<file path="src/rtl/dmem_arbiter.sv">
`default_nettype none
// ============================================================================
// Module      : dmem_arbiter
// Description : Round-robin two-port sequencer for the single-port data memory.
//               Optional per-port access counters when DMEM_ARB_STATS_EN is defined.
// Revision    : 1.0
// ============================================================================
module dmem_arbiter #(
    parameter int AW = 10,
    parameter int DW = 32
`ifdef DMEM_ARB_STATS_EN
    ,
    parameter int CNT_W = 16
`endif
) (
    input  logic             clk,
    input  logic             rst,
    input  logic             m0_req,
    input  logic             m0_we,
    input  logic [AW-1:0]    m0_addr,
    input  logic [DW-1:0]    m0_wdata,
    output logic             m0_done,
    output logic [DW-1:0]    m0_rdata,
    input  logic             m1_req,
    input  logic             m1_we,
    input  logic [AW-1:0]    m1_addr,
    input  logic [DW-1:0]    m1_wdata,
    output logic             m1_done,
    output logic [DW-1:0]    m1_rdata,
    output logic             busy,
`ifdef DMEM_ARB_STATS_EN
    output logic [CNT_W-1:0] m0_count,
    output logic [CNT_W-1:0] m1_count,
`endif
    output logic             dm_wen,
    output logic [AW-1:0]    dm_address,
    output logic [DW-1:0]    dm_write_data,
    input  logic [DW-1:0]    dm_read_data
);

    localparam logic [1:0] IDLE = 2'd0;
    localparam logic [1:0] ACC  = 2'd1;
    localparam logic [1:0] RSP  = 2'd2;

    logic [1:0]    r_state;
    logic [1:0]    w_state_next;
    logic          r_owner;
    logic          r_we;
    logic          r_last;
    logic [AW-1:0] r_addr;
    logic [DW-1:0] r_wdata;
    logic [DW-1:0] r_rdata;
    logic          w_grant;
    logic          w_winner;

    always_ff @(posedge clk or posedge rst) begin
        if (rst) begin
            r_state <= IDLE;
        end else begin
            r_state <= w_state_next;
        end
    end

    // In RSP only the non-owner can be granted, so alternation falls out naturally.
    always_comb begin
        w_grant      = 1'b0;
        w_winner     = 1'b0;
        w_state_next = r_state;
        case (r_state)
            IDLE: begin
                if (m0_req || m1_req) begin
                    w_grant      = 1'b1;
                    w_winner     = (m0_req && m1_req) ? ~r_last : m1_req;
                    w_state_next = ACC;
                end
            end
            ACC: begin
                w_state_next = RSP;
            end
            RSP: begin
                w_winner = ~r_owner;
                if (r_owner ? m0_req : m1_req) begin
                    w_grant      = 1'b1;
                    w_state_next = ACC;
                end else begin
                    w_state_next = IDLE;
                end
            end
            default: begin
                w_state_next = IDLE;
            end
        endcase
    end

    always_ff @(posedge clk or posedge rst) begin
        if (rst) begin
            r_owner <= 1'b0;
            r_we    <= 1'b0;
            r_addr  <= '0;
            r_wdata <= '0;
            r_rdata <= '0;
            r_last  <= 1'b1;
        end else begin
            if (w_grant) begin
                r_owner <= w_winner;
                r_we    <= w_winner ? m1_we    : m0_we;
                r_addr  <= w_winner ? m1_addr  : m0_addr;
                r_wdata <= w_winner ? m1_wdata : m0_wdata;
            end
            // Captured on the same edge that commits a write, hence pre-write data.
            if (r_state == ACC) begin
                r_rdata <= dm_read_data;
            end
            if (r_state == RSP) begin
                r_last <= r_owner;
            end
        end
    end

    always_comb begin
        busy    = (r_state != IDLE);
        dm_wen  = (r_state == ACC) && r_we;
        m0_done = (r_state == RSP) && !r_owner;
        m1_done = (r_state == RSP) &&  r_owner;
    end

    assign dm_address    = r_addr;
    assign dm_write_data = r_wdata;
    assign m0_rdata      = r_rdata;
    assign m1_rdata      = r_rdata;

`ifdef DMEM_ARB_STATS_EN
    always_ff @(posedge clk or posedge rst) begin
        if (rst) begin
            m0_count <= '0;
            m1_count <= '0;
        end else begin
            if (m0_done) begin
                m0_count <= m0_count + 1'b1;
            end
            if (m1_done) begin
                m1_count <= m1_count + 1'b1;
            end
        end
    end
`endif

endmodule
`default_nettype wire
</file>
<file path="config.mk">
export PLATFORM = sky130hd
export DESIGN_NAME = dmem_arbiter
export DESIGN_NICKNAME = d
export VERILOG_FILES = /design/src/rtl/dmem_arbiter.sv
export SDC_FILE = /design/constraint.sdc
export NUM_CORES = 1
export LEC_CHECK = 0
export BUFFER_PORTS_ARGS = -buffer_cell sky130_fd_sc_hd__buf_4
export CAP_MARGIN = 20
export CORE_MARGIN = 5
export CORE_UTILIZATION = 45
export CTS_CLUSTER_DIAMETER = 40
export DETAILED_ROUTE_END_ITERATION = 7
export PLACE_DENSITY = 0.88
export SETUP_SLACK_MARGIN = 0.5
export SYNTH_ARGS = -nofsm -noshare
export SYNTH_HDL_FRONTEND = slang
export SYNTH_SLANG_ARGS = --single-unit
</file>
<file path="constraint.sdc">
create_clock -name clk -period 3.1 [get_ports clk]
set_input_delay 0.62 -clock clk [delete_from_list [all_inputs] [get_ports clk]]
set_output_delay 0.62 -clock clk [all_outputs]
set_load 0.01 [all_outputs]
</file>
==> flow_metrics.tcl, run 1 <==
set metrics [dict create \
    fin_hold_ws_ps 264 \
    worst_pin_slew_ps 947 \
    regArea_um2 1980 \
    finalMaxSlewViolations 0 \
    clk_latency_ps 340 \
    slew_headroom_pct 36.9 \
    ant_nets 0 \
    reg2reg_slack_ps 1020 \
    cp.required_ps 2480 \
    synth_top_area_cell "dfrtp_1" \
    syn_nets 604 \
    antenna_found_initial 0 \
    r2r-end "dm_address[7]$_DFFE_PP0P_" \
    io_buffers 231 \
    p_leak_nw 2.90 \
    cts_num_sinks 79 \
    cp_slowest_stage_delay_ps 470 \
    cp_num_buf_inv 3 \
    cts_made_buffers 9 \
    min_path_type "in2async" \
    root_buffer "clkbuf_8" \
    die_x_um 108 \
    clock_path_buffers 2 \
    cp_common_cell "buf_4" \
    p_per_area_nw_per_um2 1040 \
    startpoint_type "flip-flop" \
    fmax_mhz 427 \
    fill_cells 741 \
    core_area_um2 9330 \
    cp_slowest_cell "dfrtp_2" \
    grt_usage_pct 24.1 \
    synthTopCellsByArea "dfrtp_1 45%, a41oi_2 15%, nand2_1 12%" \
    final_hold_viol_count 0 \
    rr_worst_depth 5 \
    cp-end-kind "primary output" \
    synth_flop_cell "dfrtp_1" \
    dpl_cell_area_um2 5910 \
    setup_viol 0 \
    yosys.cell_count.top_type "nand2_1" \
    synth_cell_types 27 \
    antenna_cells 0 \
    drive_above_1_share_pct 45.7 \
    drc 0 \
    ys_async_sr_fraction_pct 100 \
    fin_area_um2 6110 \
    cp_max_fo 33 \
    cts_tree "built" \
    totalPowerFinal_mw 6.38 \
    dieArea_um2 11700 \
    path_delay_family "buffers and inverters" \
    io-pin-count 232 \
    grt_pass1_vias 4488 \
    ys_ff_latch 79 \
    wl_per_cell_um 17.8 \
    tns_ps 0 \
    cts_max_level 3 \
    fin_cells 799 \
    ir_drop_uv 602 \
    die_y_um 108 \
    syn_inst 482 \
    fp-row-count 35 \
    synth_area_um2 4330 \
    wl_mm 14.2 \
    syn_to_final_growth_pct 41.2 \
    drt_iter0_markers 264 \
    post_cts_buffers 0 \
    grt_max_degree 45 \
    drt-vias-per-instance 5.43 \
    num_vias 4341 \
    path_class "reg2out" \
    maxCapViolations 0 \
    crit_chain "nand2b_1, buf_4, clkinv_1, and2_1, buf_4" \
    clock-skew-final_ps 10.9 \
    layout_min_cycle_time_ps 2340 \
    detailed_place_hpwl_mm 10.5 \
    grt_pass1_wl_mm 22.3 \
    avgSynthCellArea_um2 8.98 \
    timing.rr.start "r_owner$_DFFE_PP0P_" \
    rsz0062_at_grt "no" \
    yosys_warnings 0 \
    netlist.area_leader.share_pct 45.1 \
    place_inst 783 \
    grt_remaining_overflow 0 \
    ys_seq_area_share_pct 45.7 \
    nets 788 \
    first_pass_iters 5 \
    synth_edf_count 0 \
    initial_core_util_pct 46.4 \
    gp_congestion 0.776 \
    multiInputGateArea_um2 1920 \
    outcome "finished clean" \
    synthTopCellsByCount "142 x nand2_1, 78 x dfrtp_1, 45 x nor2_1" \
    arrival_ps 1720 \
    clk_pin_slew_worst_paths_ps 80 \
    fin_crit_sh_pct 75.6 \
]
kinds of logic (layout without fill, tap and decap cells):
kind of cell           count (synthesis)  in the layout  share of synthesized area [%]
and+or+nand+nor                      238            238                           22.4
muxes                                  1              1                          0.260
buffers and inverters                 74            262                           10.1
DFF                                   79             79                           45.7
AOI/OAI and AO/OA                     90             90                           21.5
stage by stage:
step / utilization [%] / setup slack (ps)
CTS: 65.3 / 626
detailed placement: 63.3 / 837
finish: 65.6 / 756
global route: 65.6 / 578
global placement: 63.3 / 907
floorplan: - / 1310
layer usage:
metal  share of wire (%)  track usage [%]
met1                  37             28.0
met2                  50             41.2
met3                  10             7.70
met4                 2.0             9.65
met5                   0                0
area by class of cell:
type                    instances  share of cell area, %
flip-flops and latches         79                   32.4
repair buffers                244                   30.4
inverters                       3                  0.246
clock inverters                 6                   1.02
multi-input cells             329                   31.3
well taps                     129                   2.64
clock buffers                   9                   2.03
cell usage in the layout (no fill, tap or decap), drive strengths merged:
cell and instances:
a21o 1, a21oi 1, a311oi 1, a41oi 43, and2 1, and3 1, and3b 1, buf 244
bufinv 1, clkbuf 9, clkinv 3, clkinvlp 4, dfrtp 78, dfstp 1, inv 1, mux2 1
nand2 142, nand2b 3, nand3 43, nand3b 1, nor2 45, o21a 1, o21ai 43, or2 1
power breakdown:
| part | total [mW] | switching, mW | internal, mW |
|---|---|---|---|
| clock | 0.742 | 0.377 | 0.365 |
| sequential | 1.98 | 0.412 | 1.57 |
| combinational | 3.65 | 1.97 | 1.68 |
| total | 6.38 | 2.76 | 3.61 |
worst max path at each step:
stage / start / end / cells past startpoint
finish: r_state[1]$_DFFE_PP0P_ / dm_wen / 5
global route: r_state[1]$_DFFE_PP0P_ / dm_wen / 5
CTS: r_state[1]$_DFFE_PP0P_ / dm_wen / 5
detailed placement: m1_req / dm_address[6]$_DFFE_PP0P_ / 6
global placement: m1_req / dm_address[7]$_DFFE_PP0P_ / 6
floorplan: m1_req / r_owner$_DFFE_PP0P_ / 4
what timing repair did:
action,CTS,global route
hold buffers,0,0
gates resized for setup,0,1
setup endpoints to repair,0,1
sequential cells by signal, indices dropped and copies added (netlist names):
register       flops
dm_address        10
r_state            2
m0_rdata          32
r_we               1
dm_write_data     32
r_last             1
r_owner            1
Note: power is estimated with default switching activity, not from simulation.
==> run 2, diff against run 1 <==
--- a/config.mk
+++ b/config.mk
@@ -8,10 +8,10 @@
 export BUFFER_PORTS_ARGS = -buffer_cell sky130_fd_sc_hd__buf_4
 export CAP_MARGIN = 20
 export CORE_MARGIN = 5
-export CORE_UTILIZATION = 45
+export CORE_UTILIZATION = 41
 export CTS_CLUSTER_DIAMETER = 40
 export DETAILED_ROUTE_END_ITERATION = 7
-export PLACE_DENSITY = 0.88
+export PLACE_DENSITY = 0.85
 export SETUP_SLACK_MARGIN = 0.5
 export SYNTH_ARGS = -nofsm -noshare
 export SYNTH_HDL_FRONTEND = slang
==> constraint.sdc (replaced) <==
create_clock -name clk -period 2.07 [get_ports clk]
set_input_delay 0.414 -clock clk [delete_from_list [all_inputs] [get_ports clk]]
set_output_delay 0.414 -clock clk [all_outputs]
set_load 0.01 [all_outputs]
==> flow_metrics.tcl, run 2 (same netlist as run 1, synthesis figures left out) <==
set metrics [dict create \
    root_buffer "clkbuf_8" \
    grt_max_degree 44 \
    nets 815 \
    grt_remaining_overflow 0 \
    worst_pin_slew_ps 665 \
    p_leak_nw 3.12 \
    clock-skew-final_ps 7.27 \
    fill_cells 781 \
    outcome "finished clean" \
    die_x_um 113 \
    grt_pass1_vias 4549 \
    p_sw_mw 4.74 \
    maxCapViolations 0 \
    initial_core_util_pct 41.9 \
    layout_min_cycle_time_ps 1690 \
    cts_tree "built" \
    slew_headroom_pct 55.6 \
    ant_nets 0 \
    drc 0 \
    final_hold_viol_count 0 \
    layout_commonest_cell "buf_4" \
    antenna_cells 0 \
    p_int_mw 6.24 \
    fin_crit_sh_pct 81.4 \
    cts_num_sinks 79 \
    io_buffers 231 \
    detailed_place_hpwl_mm 10.2 \
    p_per_area_nw_per_um2 1620 \
    arrival_ps 1270 \
    clk_pin_slew_worst_paths_ps 70 \
    fin_util_pct 65.7 \
    cp-end-kind "primary output" \
    syn_to_final_growth_pct 56.7 \
    tns_ps 0 \
    num_vias 4568 \
    path_class "reg2out" \
    ir_drop_uv 987 \
    io-pin-count 232 \
    wl_per_cell_um 18.3 \
    clk_latency_ps 350 \
    core_area_um2 10300 \
    grt_usage_pct 21.7 \
    clockPowerShare_pct 10.1 \
    drt-vias-per-instance 5.49 \
    layout_common_cells "250 x buf_4, 141 x nand2_1, 75 x dfrtp_1" \
    startpoint_type "flip-flop" \
    swShare_pct 43.2 \
    dieArea_um2 12700 \
    clock_path_buffers 2 \
    setup_viol 0 \
    wl_mm 15.2 \
    drive_above_1_share_pct 54.5 \
    drt_iter0_markers 415 \
    min_path_type "in2async" \
    cts_made_buffers 9 \
    antenna_found_initial 0 \
    combPwrFrac_pct 61.0 \
    grt_pass1_wl_mm 22.3 \
    rsz0062_at_grt "yes" \
    p_seq_share_pct 28.9 \
    finalMaxSlewViolations 0 \
    die_y_um 113 \
    cts_max_level 3 \
    first_pass_iters 5 \
    fp-row-count 37 \
    fmax_mhz 593 \
    cp_max_fo 5 \
    gp_congestion 0.823 \
    cp.required_ps 1660 \
]
==> run 2: cell count changes in the layout (fill, tap and decap cells not counted), sizes merged <==
cell,change
nand2b,+1
buf,+24
clkbuf,+6
clkinvlp,-3
clkinv,-2
==> run 2: what timing repair did <==
| item | in CTS | in global routing |
|---|---|---|
| hold buffers | 0 | 0 |
| setup endpoints to repair | 35 | 78 |
| buffers inserted | 12 | 6 |
| gates resized for setup | 14 | 93 |
| pin swaps | 2 | 2 |
| cloned | 0 | 5 |
==> run 2: final cells by class <==
type	instances	area [um2]	area share, %
clock inverter	1	30.0	0.443
timing repair buffer	270	2180	32.2
tap	136	170	2.51
clock buffer	13	149	2.19
multi-input combinational	330	2250	33.2
inverter	3	18.8	0.277
sequential	79	1980	29.2
==> run 2: power groups by stage <==
| stage | logic, mW | registers (mW) | clock network, mW |
|---|---|---|---|
| finish | 6.70 | 3.18 | 1.10 |
| global route | 7.20 | 3.28 | 1.21 |
| CTS | 5.85 | 2.97 | 1.15 |
| detailed placement | 5.56 | 2.99 | 0 |
| global placement | 5.37 | 2.95 | 0 |
| floorplan | 3.18 | 3.17 | 0 |
==> run 2: through the flow <==
| stage | cells | hold WS (ps) | setup WS (ps) | total power [mW] | area (um2) |
|---|---|---|---|---|---|
| floorplan | 482 | 494 | 488 | 6.35 | 4350 |
| global placement | 795 | 488 | 463 | 8.33 | 5980 |
| detailed placement | 795 | 494 | 391 | 8.55 | 5980 |
| CTS | 821 | 173 | 347 | 9.96 | 6310 |
| global route | 832 | 192 | 320 | 11.7 | 6790 |
| finish | 832 | 159 | 385 | 11.0 | 6790 |
==> run 2: path summary, 6_finish.rpt <==
check | start | to | slack, ps | depth (start not counted)
setup / recovery | r_state[0]$_DFFE_PP0P_ | busy | 380 | 2
hold / removal | rst | r_owner$_DFFE_PP0P_ | 160 | 2
setup reg to reg | r_owner$_DFFE_PP0P_ | dm_write_data[8]$_DFFE_PP0P_ | 420 | 6
hold reg to reg | m0_rdata[14]$_DFFE_PP0N_ | m0_rdata[14]$_DFFE_PP0N_ | 510 | 2
max in group asynchronous | rst | r_state[1]$_DFFE_PP0P_ | 1310 | 3
min in group clk | dm_read_data[18] | m0_rdata[18]$_DFFE_PP0N_ | 250 | 3
==> run 2: metal layers <==
layer  global-route usage, %  up-vias  share of wire [%]  wire length, um
li1                        -     2035                  -                -
met2                    36.8      260                 50             7650
met5                       0        -                  0                0
met1                    25.4     2231                 38             5730
met4                    9.70        0                3.1              472
met3                    6.20       42                9.1             1380
==> run 2: critical path: stages, from the launching register on <==
cell	delay [ps]
dfrtp_2	460
or2_2	310
buf_4	150
==> run 3, diff against run 2 <==
==> constraint.sdc (replaced) <==
create_clock -name clk -period 1.4 [get_ports clk]
set_input_delay 0.28 -clock clk [delete_from_list [all_inputs] [get_ports clk]]
set_output_delay 0.28 -clock clk [all_outputs]
set_load 0.01 [all_outputs]
==> flow_metrics.tcl, run 3 (same netlist as run 1, synthesis figures left out) <==
set metrics [dict create \
    outcome "complete, but fails checks" \
    violations "setup timing" \
    final_hold_viol_count 0 \
    fin_ws_ps -349 \
    wl_mm 23.0 \
    worst_pin_slew_ps 437 \
    startpoint_type "flip-flop" \
    timing.rr.start "r_owner$_DFFE_PP0P_" \
    die_y_um 113 \
    fmax_mhz 572 \
    cp.required_ps 1670 \
    drt-vias-per-instance 5.85 \
    cp-end-kind "flip-flop" \
    clock_path_buffers 2 \
    io_buffers 231 \
    dpl_cell_area_um2 6150 \
    tns_ps -16910 \
    finalMaxSlewViolations 0 \
    syn_to_final_growth_pct 106 \
    p_leak_nw 4.14 \
    rsz0062_at_grt "yes" \
    antenna_found_initial 0 \
    clk_pin_slew_worst_paths_ps 90 \
    antenna_cells 0 \
    cts_tree "built" \
    clk_latency_ps 360 \
    fin_util_pct 86.3 \
    ant_nets 0 \
    startpoint "r_owner$_DFFE_PP0P_" \
    nets 912 \
    setup_viol 81 \
    cp-endpoint "dm_write_data[9]$_DFFE_PP0P_" \
    grt_max_degree 80 \
    cts_num_sinks 79 \
    path_class "reg2reg" \
    ir_drop_uv 1590 \
    root_buffer "clkbuf_8" \
    wl_per_cell_um 24.7 \
    cp_max_fo 6 \
    arrival_ps 2020 \
    p_per_area_nw_per_um2 2600 \
    layout_commonest_cell "buf_4" \
    grt_pass1_vias 5480 \
    detailed_place_hpwl_mm 10.6 \
    r2r-end "dm_write_data[9]$_DFFE_PP0P_" \
    reg2reg_slack_ps -350 \
    fin_area_um2 8910 \
    grt_remaining_overflow 0 \
    min_path_type "in2async" \
    fin_crit_sh_pct 125 \
    core_area_um2 10300 \
    drt_iter0_markers 595 \
    grt_pass1_wl_mm 29.3 \
    gp_congestion 0.898 \
    first_pass_iters 5 \
    grt_usage_pct 29.2 \
    num_vias 5444 \
    initial_core_util_pct 41.9 \
    fp-row-count 37 \
    slew_headroom_pct 70.9 \
    rr_worst_depth 7 \
    die_x_um 113 \
    totalPowerFinal_mw 23.2 \
    io-pin-count 232 \
    cts_max_level 3 \
    clock-skew-final_ps 16.0 \
    maxCapViolations 0 \
    layout_min_cycle_time_ps 1750 \
    fin_hold_ws_ps 30.9 \
    hold_buffers 0 \
    dieArea_um2 12700 \
    drc 0 \
    layout_common_cells "199 x buf_4, 127 x buf_6, 53 x dfrtp_1" \
    drive_above_1_share_pct 74.5 \
    cts_made_buffers 9 \
]
## run 3: cell type report
| cell class | instances | area (um2) |
|---|---|---|
| multi-input cells | 329 | 2630 |
| inverters | 3 | 35.0 |
| repair buffers | 368 | 3860 |
| flip-flops and latches | 79 | 2010 |
| clock buffers | 10 | 138 |
| fillers | 427 | 1410 |
| clock inverters | 6 | 68.8 |
| well taps | 136 | 170 |
## run 3: repair_timing
item                                    4_1_cts  5_1_grt
pin swaps                                    32       81
setup buffers                                51       44
gates resized for setup                     261      140
gates cloned                                 16        2
endpoints found under the setup margin      189      189
## run 3: routing by layer
metal	routed length [um]	track usage (%)
met5	0	0
met2	11800	53.7
met3	1850	5.94
met4	1160	14.1
met1	8160	31.9
## run 3: worst min path at each step
stage	cells past startpoint	slack [ps]	from	endpoint
after CTS	3	40	rst	m0_rdata[28]$_DFFE_PP0N_
after global routing	3	60	rst	m0_rdata[28]$_DFFE_PP0N_
after floorplan	2	390	dm_read_data[0]	m0_rdata[0]$_DFFE_PP0N_
after global placement	3	430	rst	m0_rdata[28]$_DFFE_PP0N_
final	3	30	rst	m0_rdata[28]$_DFFE_PP0N_
after detailed placement	3	430	rst	m0_rdata[28]$_DFFE_PP0N_
## run 3: per-stage QoR
stage / setup slack [ps] / cells
after global placement: -100 / 802
after detailed placement: -132 / 802
after floorplan: -181 / 482
final: -349 / 931
after global routing: -401 / 931
after CTS: -198 / 885
## run 3: report_power, final
group	internal, mW	switching (mW)
logic	8.98	7.46
clock network	0.883	0.955
registers	3.54	1.37
total	13.4	9.78
## run 3: critical path: stages, from the launching register on
cell      delay (ps)
dfrtp_1          450
nand2b_4         190
a311oi_4         360
buf_6            190
buf_12           130
buf_12           130
nor2_2            50
a41oi_2          160
